$ cat src/rtl/spiel_pkg.sv
// Shared types and constants for the game-state / score logic.
package spiel_pkg;

  typedef enum logic [1:0] {
    IDLE,
    RUN,
    OVER
  } state_t;

  typedef logic [3:0] bcd_digit_t;

  localparam logic [15:0] BCD_MAX = 16'h9999;

endpackage

$ cat src/rtl/bcd_addierer.sv
// Combinational 4-digit BCD adder: adds 0..10 into the units digit,
// ripples digit carries upward and saturates at 9999.
module bcd_addierer
  import spiel_pkg::*;
(
  input  logic [15:0] summand,
  input  bcd_digit_t  inc,
  output logic [15:0] sum
);

  logic [15:0] sum_raw;
  logic [4:0]  digit_sum;
  logic [4:0]  digit_adj;
  logic        carry;

  // A units digit of 9 plus 10 gives at most 19, so one -10 correction suffices.
  always_comb begin
    sum_raw   = '0;
    digit_sum = '0;
    digit_adj = '0;
    carry     = 1'b0;
    for (int i = 0; i < 4; i++) begin
      digit_sum = {1'b0, summand[4*i +: 4]} + {4'b0, carry}
                + ((i == 0) ? {1'b0, inc} : 5'd0);
      if (digit_sum > 5'd9) begin
        digit_adj          = digit_sum - 5'd10;
        sum_raw[4*i +: 4]  = digit_adj[3:0];
        carry              = 1'b1;
      end else begin
        sum_raw[4*i +: 4]  = digit_sum[3:0];
        carry              = 1'b0;
      end
    end
    sum = carry ? BCD_MAX : sum_raw;
  end

endmodule

$ cat src/rtl/punkte_zaehler.sv
// Game FSM and BCD score counter feeding the score/high-score renderer.
// The score is frozen during game over so the high-score compare sees a constant.
module punkte_zaehler
  import spiel_pkg::*;
#(
  parameter int FRAMES_PER_POINT = 30,
  parameter int BONUS            = 5,
  parameter int HOLD_FRAMES      = 120
) (
  input  logic        clk75MHz,
  input  logic        rst_n,
  input  logic        FrameTick,
  input  logic        Start,
  input  logic        Hindernis,
  input  logic        KollisionIn,
  output logic [15:0] Punkte,
  output logic        Kollision,
  output logic        Laeuft,
  output logic [1:0]  Tempo
);

  localparam logic [7:0] FRAME_LAST = 8'(FRAMES_PER_POINT - 1);
  localparam logic [7:0] HOLD_LAST  = 8'(HOLD_FRAMES - 1);
  localparam bcd_digit_t BONUS_BCD  = 4'(BONUS);

  state_t      state;
  logic [7:0]  frame_cnt;
  logic [7:0]  hold_cnt;
  logic        start_prev;
  logic        point_due;
  bcd_digit_t  inc;
  logic [15:0] sum;

  assign point_due = FrameTick && (frame_cnt == FRAME_LAST);
  assign inc       = {3'b000, point_due} + (Hindernis ? BONUS_BCD : 4'd0);
  assign Tempo     = (Punkte[15:12] > 4'd3) ? 2'd3 : Punkte[13:12];

  bcd_addierer u_addierer (
    .summand (Punkte),
    .inc     (inc),
    .sum     (sum)
  );

  always_ff @(posedge clk75MHz or negedge rst_n) begin
    if (!rst_n) begin
      state      <= IDLE;
      frame_cnt  <= '0;
      hold_cnt   <= '0;
      start_prev <= 1'b0;
      Punkte     <= '0;
      Kollision  <= 1'b0;
      Laeuft     <= 1'b0;
    end else begin
      start_prev <= Start;
      case (state)
        IDLE: begin
          if (Start && !start_prev) begin
            state     <= RUN;
            Punkte    <= '0;
            frame_cnt <= '0;
            hold_cnt  <= '0;
            Laeuft    <= 1'b1;
          end
        end
        RUN: begin
          // Collision wins over any point or bonus sampled in the same cycle.
          if (KollisionIn) begin
            state     <= OVER;
            Laeuft    <= 1'b0;
            Kollision <= 1'b1;
          end else begin
            if (FrameTick) frame_cnt <= point_due ? 8'd0 : frame_cnt + 8'd1;
            if (inc != 4'd0) Punkte <= sum;
          end
        end
        OVER: begin
          if (FrameTick) begin
            if (hold_cnt == HOLD_LAST) begin
              state     <= IDLE;
              Kollision <= 1'b0;
              hold_cnt  <= '0;
            end else begin
              hold_cnt <= hold_cnt + 8'd1;
            end
          end
        end
        default: state <= IDLE;
      endcase
    end
  end

endmodule

$ cat config.mk
export PLATFORM = sky130hd
export DESIGN_NAME = punkte_zaehler
export DESIGN_NICKNAME = d
export VERILOG_FILES = /design/src/rtl/spiel_pkg.sv /design/src/rtl/bcd_addierer.sv /design/src/rtl/punkte_zaehler.sv
export SDC_FILE = /design/constraint.sdc
export NUM_CORES = 1
export LEC_CHECK = 0
export CAP_MARGIN = 5
export CORE_MARGIN = 2
export CORE_UTILIZATION = 50
export CTS_CLUSTER_SIZE = 40
export DETAILED_ROUTE_END_ITERATION = 16
export PLACE_DENSITY = 0.71
export SLEW_MARGIN = 20
export SYNTH_ARGS = -nofsm -noshare
export SYNTH_HDL_FRONTEND = slang
export SYNTH_SLANG_ARGS = --single-unit
$ cat constraint.sdc
create_clock -name clk75MHz -period 11.65 [get_ports clk75MHz]
set_input_delay 1.165 -clock clk75MHz [delete_from_list [all_inputs] [get_ports clk75MHz]]
set_output_delay 1.165 -clock clk75MHz [all_outputs]
set_load 0.01 [all_outputs]
==> After elaboration in Yosys (flattened, before gate mapping) <==
Cells that the tools add are included.
{ "totals": {"regBits": 37, "inputBits": 6, "output_inout_bits": 20, "word_cells": 83} }
{ "op_classes": {"add_sub_neg": 11, "magnitude_cmp": 5, "eq_ne": 11, "n_mux": 35, "reduce_logical": 14} }
{ "op_table": {"columns": ["operator", "n"], "rows": [
  ["$mux W16", 4],
  ["$mux W8", 6],
  ["$pmux W16 S2", 1],
  ["$pmux W8 S2", 2],
  ["$gt A5 B4 Y1 const B", 4],
  ["$add A8 B1 Y8 const B", 2],
  ["$mux W4", 4],
  ["$reduce_and A4 Y1", 4],
  ["$sub A4 B4 Y4 const B", 4],
  ["$add A4 B1 Y5", 3],
  ["$ne A2 B2 Y1 const B", 7],
  ["$mux W2", 5],
  ["$mux W1", 9],
  ["$eq A8 B5 Y1 const B", 1],
  ["$eq A8 B7 Y1 const B", 1],
  ["$pmux W2 S3", 1],
  ["$reduce_and A3 Y1", 2],
  ["$reduce_bool A2 Y1", 3],
  ["$add A4 B4 Y5", 1],
  ["$add A1 B3 Y4", 1],
  ["$gt A4 B2 Y1 const B", 1],
  ["$pmux W1 S2", 2],
  ["$reduce_bool A4 Y1", 1],
  ["$mux W3", 1],
  ["5 further kinds", 6]
]} }

==> Longest topological paths before layout <==
{ "depth": {"ltp_word": 19, "ltp_mapped": 29, "ltp_nobuf": 29} }

==> Hierarchy <==
A second synthesis with hierarchy kept.
{ "hier_totals": {"hier_cells": 325, "area_unflattened_um2": 2673.8} }
{ "by_module_without_submodules": {"columns": ["mod", "instances", "cells_per_inst", "area_each_um2"], "rows": [
  ["punkte_zaehler", 1, 200, 1819.2],
  ["bcd_addierer", 1, 125, 854.6]
]} }

==> Worst setup path before layout <==
OpenSTA, ideal clock, no wires.
{ "synth_timing": {"path_kind": "input -> register", "from": "input port FrameTick", "to": "register Punkte[14]", "setup_time_ns": 0.122, "arrival_ns": 6.361, "t_required_ns": 11.528, "setup_slack_ns": 5.167, "path_stages": 27, "path_buffers": 0, "cell_sequence": "nand4_1 > ha_1 > ha_1 > inv_1 > fa_1 > nand2b_1 > o32ai_1 > and2_1 > or2_2 > inv_1 > ha_1 > ha_1 > o21ai_0 > or2_2 > a2bb2oi_2 > ha_1 > ha_1 > o21ai_0 > or2_2 > a2bb2oi_2 > ha_1 > ha_1 > nand2b_1 > a21oi_1 > a21oi_1 > nor2_1 > a32o_1"} }
{ "synth_via": {"elab_chain_cells": 18, "word_cells_on_any_way": 23, "classes_between": "add/sub: 6; order compare: 4; eq/ne: 1; mux: 9; reduce/logical: 3"} }
{ "synth_lines": {"columns": ["element", "line_no", "rtl"], "rows": [
  ["from (decl)", "punkte_zaehler.sv:12", "input logic FrameTick,"],
  ["$logic_and A1 B1 Y1 *", "punkte_zaehler.sv:34", "assign point_due = FrameTick && (frame_cnt == FRAME_LAST);"],
  ["$add A1 B3 Y4 *", "punkte_zaehler.sv:35", "assign inc = {3'b000, point_due} + (Hindernis ? BONUS_BCD : 4'd0);"],
  ["$add A4 B4 Y5", "bcd_addierer.sv:24", "+ ((i == 0) ? {1'b0, inc} : 5'd0);"],
  ["$gt A5 B4 Y1", "bcd_addierer.sv:25", "if (digit_sum > 5'd9) begin"],
  ["$mux W1", "bcd_addierer.sv:25", null],
  ["$add A4 B1 Y5", "bcd_addierer.sv:23", "digit_sum = {1'b0, summand[4*i +: 4]} + {4'b0, carry}"],
  ["$gt A5 B4 Y1", "bcd_addierer.sv:25", null],
  ["$mux W1", "bcd_addierer.sv:25", null],
  ["[... 2 more ...]", null, null],
  ["$mux W1", "bcd_addierer.sv:25", null],
  ["$add A4 B1 Y5", "bcd_addierer.sv:23", null],
  ["$sub A4 B4 Y4 or $gt A5 B4 Y1 (tied branches)", "bcd_addierer.sv:26, bcd_addierer.sv:25", null],
  ["$mux W4 or $mux W1 (tied branches)", "bcd_addierer.sv:25", null],
  ["$mux W16", "bcd_addierer.sv:34", "sum = carry ? BCD_MAX : sum_raw;"],
  ["$mux W16", "punkte_zaehler.sv:73", "if (inc != 4'd0) Punkte <= sum;"],
  ["$mux W16", "punkte_zaehler.sv:67", "if (KollisionIn) begin"],
  ["$pmux W16 S2", "punkte_zaehler.sv:55", "case (state)"],
  ["to (signal assigned)", "punkte_zaehler.sv:73", null],
  ["to (decl)", "punkte_zaehler.sv:16", "output logic [15:0] Punkte,"]
]} }
Mark *: on every way between the ends. The rest lies on a longest branch, timed or not. The select of a mux whose other input is x is not followed.
A chain may end at the register's enable or synchronous reset.

==> Final worst setup path <==
Same ends and word-level chain as after synthesis.

==> reports/results.txt <==
drt initial violations -> 112
Remaining DRCs -> 0
Initial Util -> 51.7%
hold buffers post-CTS -> 0
final core area utilization -> 60.1%
I/O Buffers -> 25
average wire per standard cell -> 14.1 um
syn_area_per_cell -> 9.06 sq um
Worst path max stage delay -> 0.63 ns
Top Ports -> 26
cts repair resizes -> 0
CP Launch Type -> primary input
Primary FF master, synth -> dfrtp_1
register area share after synthesis -> 38.1%
RSZ-0062 raised after global routing -> false
Worst slew margin -> 45.3%
CP arrival -> 7.61 ns
Worst EP required -> 11.84 ns
final setup fails -> 0
status -> finished, final reports clean
fin. max-slew vios -> 0
vias in the first global route -> 1813
Max FO, Critical Path -> 8
asr flop ratio synth -> 100%
Die X -> 73.7 um
Setup WS pre-CTS -> 3.98 ns
CP most frequent cell -> ha_1
CTS tree -> built
1st-pass router iterations -> 4
CORE AREA -> 4690 sq um
Crit. Startpoint -> FrameTick
Synth cell types -> 53
Crit. End Element -> flop
Crit Path Class -> primary input to flop
FF+latch count, synth -> 37
Worst-Skew Late Latency -> 0.29 ns
clock sinks -> 37
PwrDens -> 142 nW/um^2
initial antenna violation count -> 0
H-tree depth -> 2
HPWL after detailed placement -> 3.51 mm
GRT overflow -> 0
Worst-path clk slew -> 0.08 ns
Hold Crit Class -> flop to flop
CTS Root Cell -> clkbuf_8
syn_nets -> 292
antenna viol nets, final -> 0
max_cap viols -> 0
Fin. Hold Viols -> 0
Post-synth EDFFs -> 0
sink of the worst hold path -> frame_cnt[4]$_DFFE_PN0P_
clock buffer depth -> 2
setup TNS -> 0 ns
fraction of layout cells with a size suffix above 1 -> 8.11%
worst r2r src -> frame_cnt[5]$_DFFE_PN0P_
Final Critical Period -> 7.42 ns
gr usage total -> 20.3%
hold path depth -> 1
Tcrit/Tclk final -> 63.7%
cell count of the worst reg-to-reg path -> 27
Slowest-stage cell, CP -> fa_1
Final nets -> 319
Post-Syn Area -> 2430 sq um
Final WS setup -> 4.23 ns
Die Area -> 5430 sq um
Least-Margin Pin Slew -> 0.820 ns
reg2reg setup slack -> 5.00 ns
pin count of the biggest net entering global routing -> 38
Static Leak -> 1.23 nW
Max Freq -> 0.135 GHz
P&R area growth vs syn -> 16.1%
num rows -> 25
r2r endpoint -> Punkte[14]$_DFFE_PN0P_
Clock Skew -> 0.0106 ns
GPL Wtd Cong -> 0.871
n_diodes -> 0
routed vias -> 2014
post-CTS setup buffer count -> 0
Yosys warnings -> 0
global-route wire length before repair -> 8.49 mm
Syn Inst Count -> 268
Worst Hold Launch -> frame_cnt[4]$_DFFE_PN0P_
Die Y -> 73.7 um
peak supply drop -> 0.112 mV
CTS buffer count -> 5
final wirelength -> 4.92 mm
routed vias/inst -> 5.75
-- cell type report --
class | count | area, sq um
fill | 392 | 1870
sequential | 37 | 926
clock buffer | 6 | 82.6
multi-input combinational | 210 | 1420
timing repair buffer | 25 | 245
inverter | 16 | 60.1
tap | 54 | 67.6
clock inverter | 2 | 13.8
-- cell families after synthesis --
logic type | after synthesis | synth area share, %
simple gates | 98 | 21.2
compound gates | 73 | 19.7
flops | 37 | 38.1
buf+inv | 21 | 3.35
fa+ha+maj | 18 | 9.59
xor+xnor | 16 | 5.77
mux | 5 | 2.22
-- placed cells by master (no fill, tap or decap), types with 2 or more instances in the layout --
master,count
mux2_2,3
a221o_1,2
o21a_1,2
ha_1,17
nand2b_1,8
nor2_1,19
or2_2,3
a22o_1,4
a31oi_1,4
and2_1,2
a2bb2oi_2,2
a311oi_1,2
nor2b_1,4
clkdlybuf4s50_1,24
nand4_1,6
nand2_1,27
o21bai_1,2
a21oi_1,11
nor3_1,3
xor2_1,8
xnor2_1,8
o2bb2ai_1,3
o21ai_0,29
nand3_1,6
mux2i_1,2
and3_1,7
or3_1,2
clkbuf_8,6
o31ai_1,2
dfrtp_1,37
o22ai_1,2
inv_1,15
-- power breakdown --
part | leakage, nW | total (mW) | internal, mW | switching (mW)
clock | 0.0512 | 0.0951 | 0.0479 | 0.0472
combinational | 0.676 | 0.139 | 0.0590 | 0.0798
sequential | 0.498 | 0.168 | 0.144 | 0.0233
total | 1.23 | 0.402 | 0.251 | 0.150
-- synthesized netlist by cell type (4+ instances only) --
master    instances  area [sq um]
a21oi_1          11          55.1
a22o_1            4          35.0
a31oi_1           4          25.0
and3_1            7          43.8
dfrtp_1          37           926
ha_1             17           213
inv_1            15          56.3
nand2_1          27           101
nand2b_1          8          50.1
nand3_1           6          30.0
nand4_1           6          37.5
nor2_1           19          71.3
nor2b_1           4          25.0
o21ai_0          29           145
xnor2_1           8          70.1
xor2_1            8          70.1
-- metal layers --
layer | vias to the layer above | part of all wire, % | GRT usage, %
met1 | 965 | 49 | 28.9
met2 | 32 | 46 | 30.6
met5 | - | 0 | 0
met4 | 0 | 1.5 | 8.08
met3 | 6 | 3.0 | 3.70
li1 | 1011 | - | -
-- worst max-delay path: cells and delay by family --
kind                     cells  cell delay [ns]
AO/OA/AOI/OAI                9             1.93
AND/OR/NAND/NOR              6             1.30
adder cells (fa/ha/maj)      9             2.57
buffers and inverters        3             0.63
-- worst max-delay path by stage --
stage	end	slack, ns	depth (start not counted)
floorplan	Punkte[14]$_DFFE_PN0P_	5.17	27
global placement	Punkte[14]$_DFFE_PN0P_	4.13	28
detailed placement	Punkte[14]$_DFFE_PN0P_	3.98	27
CTS	Punkte[14]$_DFFE_PN0P_	4.26	27
global route	Punkte[14]$_DFFE_PN0P_	3.64	28
finish	Punkte[14]$_DFFE_PN0P_	4.23	27
-- stage by stage --
step	hold WS (ns)	cells	power, mW	cell area (sq um)
global route	0.537	350	0.435	2820
global placement	0.490	342	0.307	2720
finish	0.509	350	0.402	2820
floorplan	0.461	268	0.262	2430
CTS	0.517	350	0.406	2820
detailed placement	0.496	342	0.308	2720
-- flip-flops by register name, indices dropped and copies added, names as in the netlist --
| register | cells |
|---|---|
| Kollision | 1 |
| Laeuft | 1 |
| Punkte | 16 |
| frame_cnt | 8 |
| hold_cnt | 8 |
| start_prev | 1 |
| state | 2 |
(Power assumes the default switching activity.)
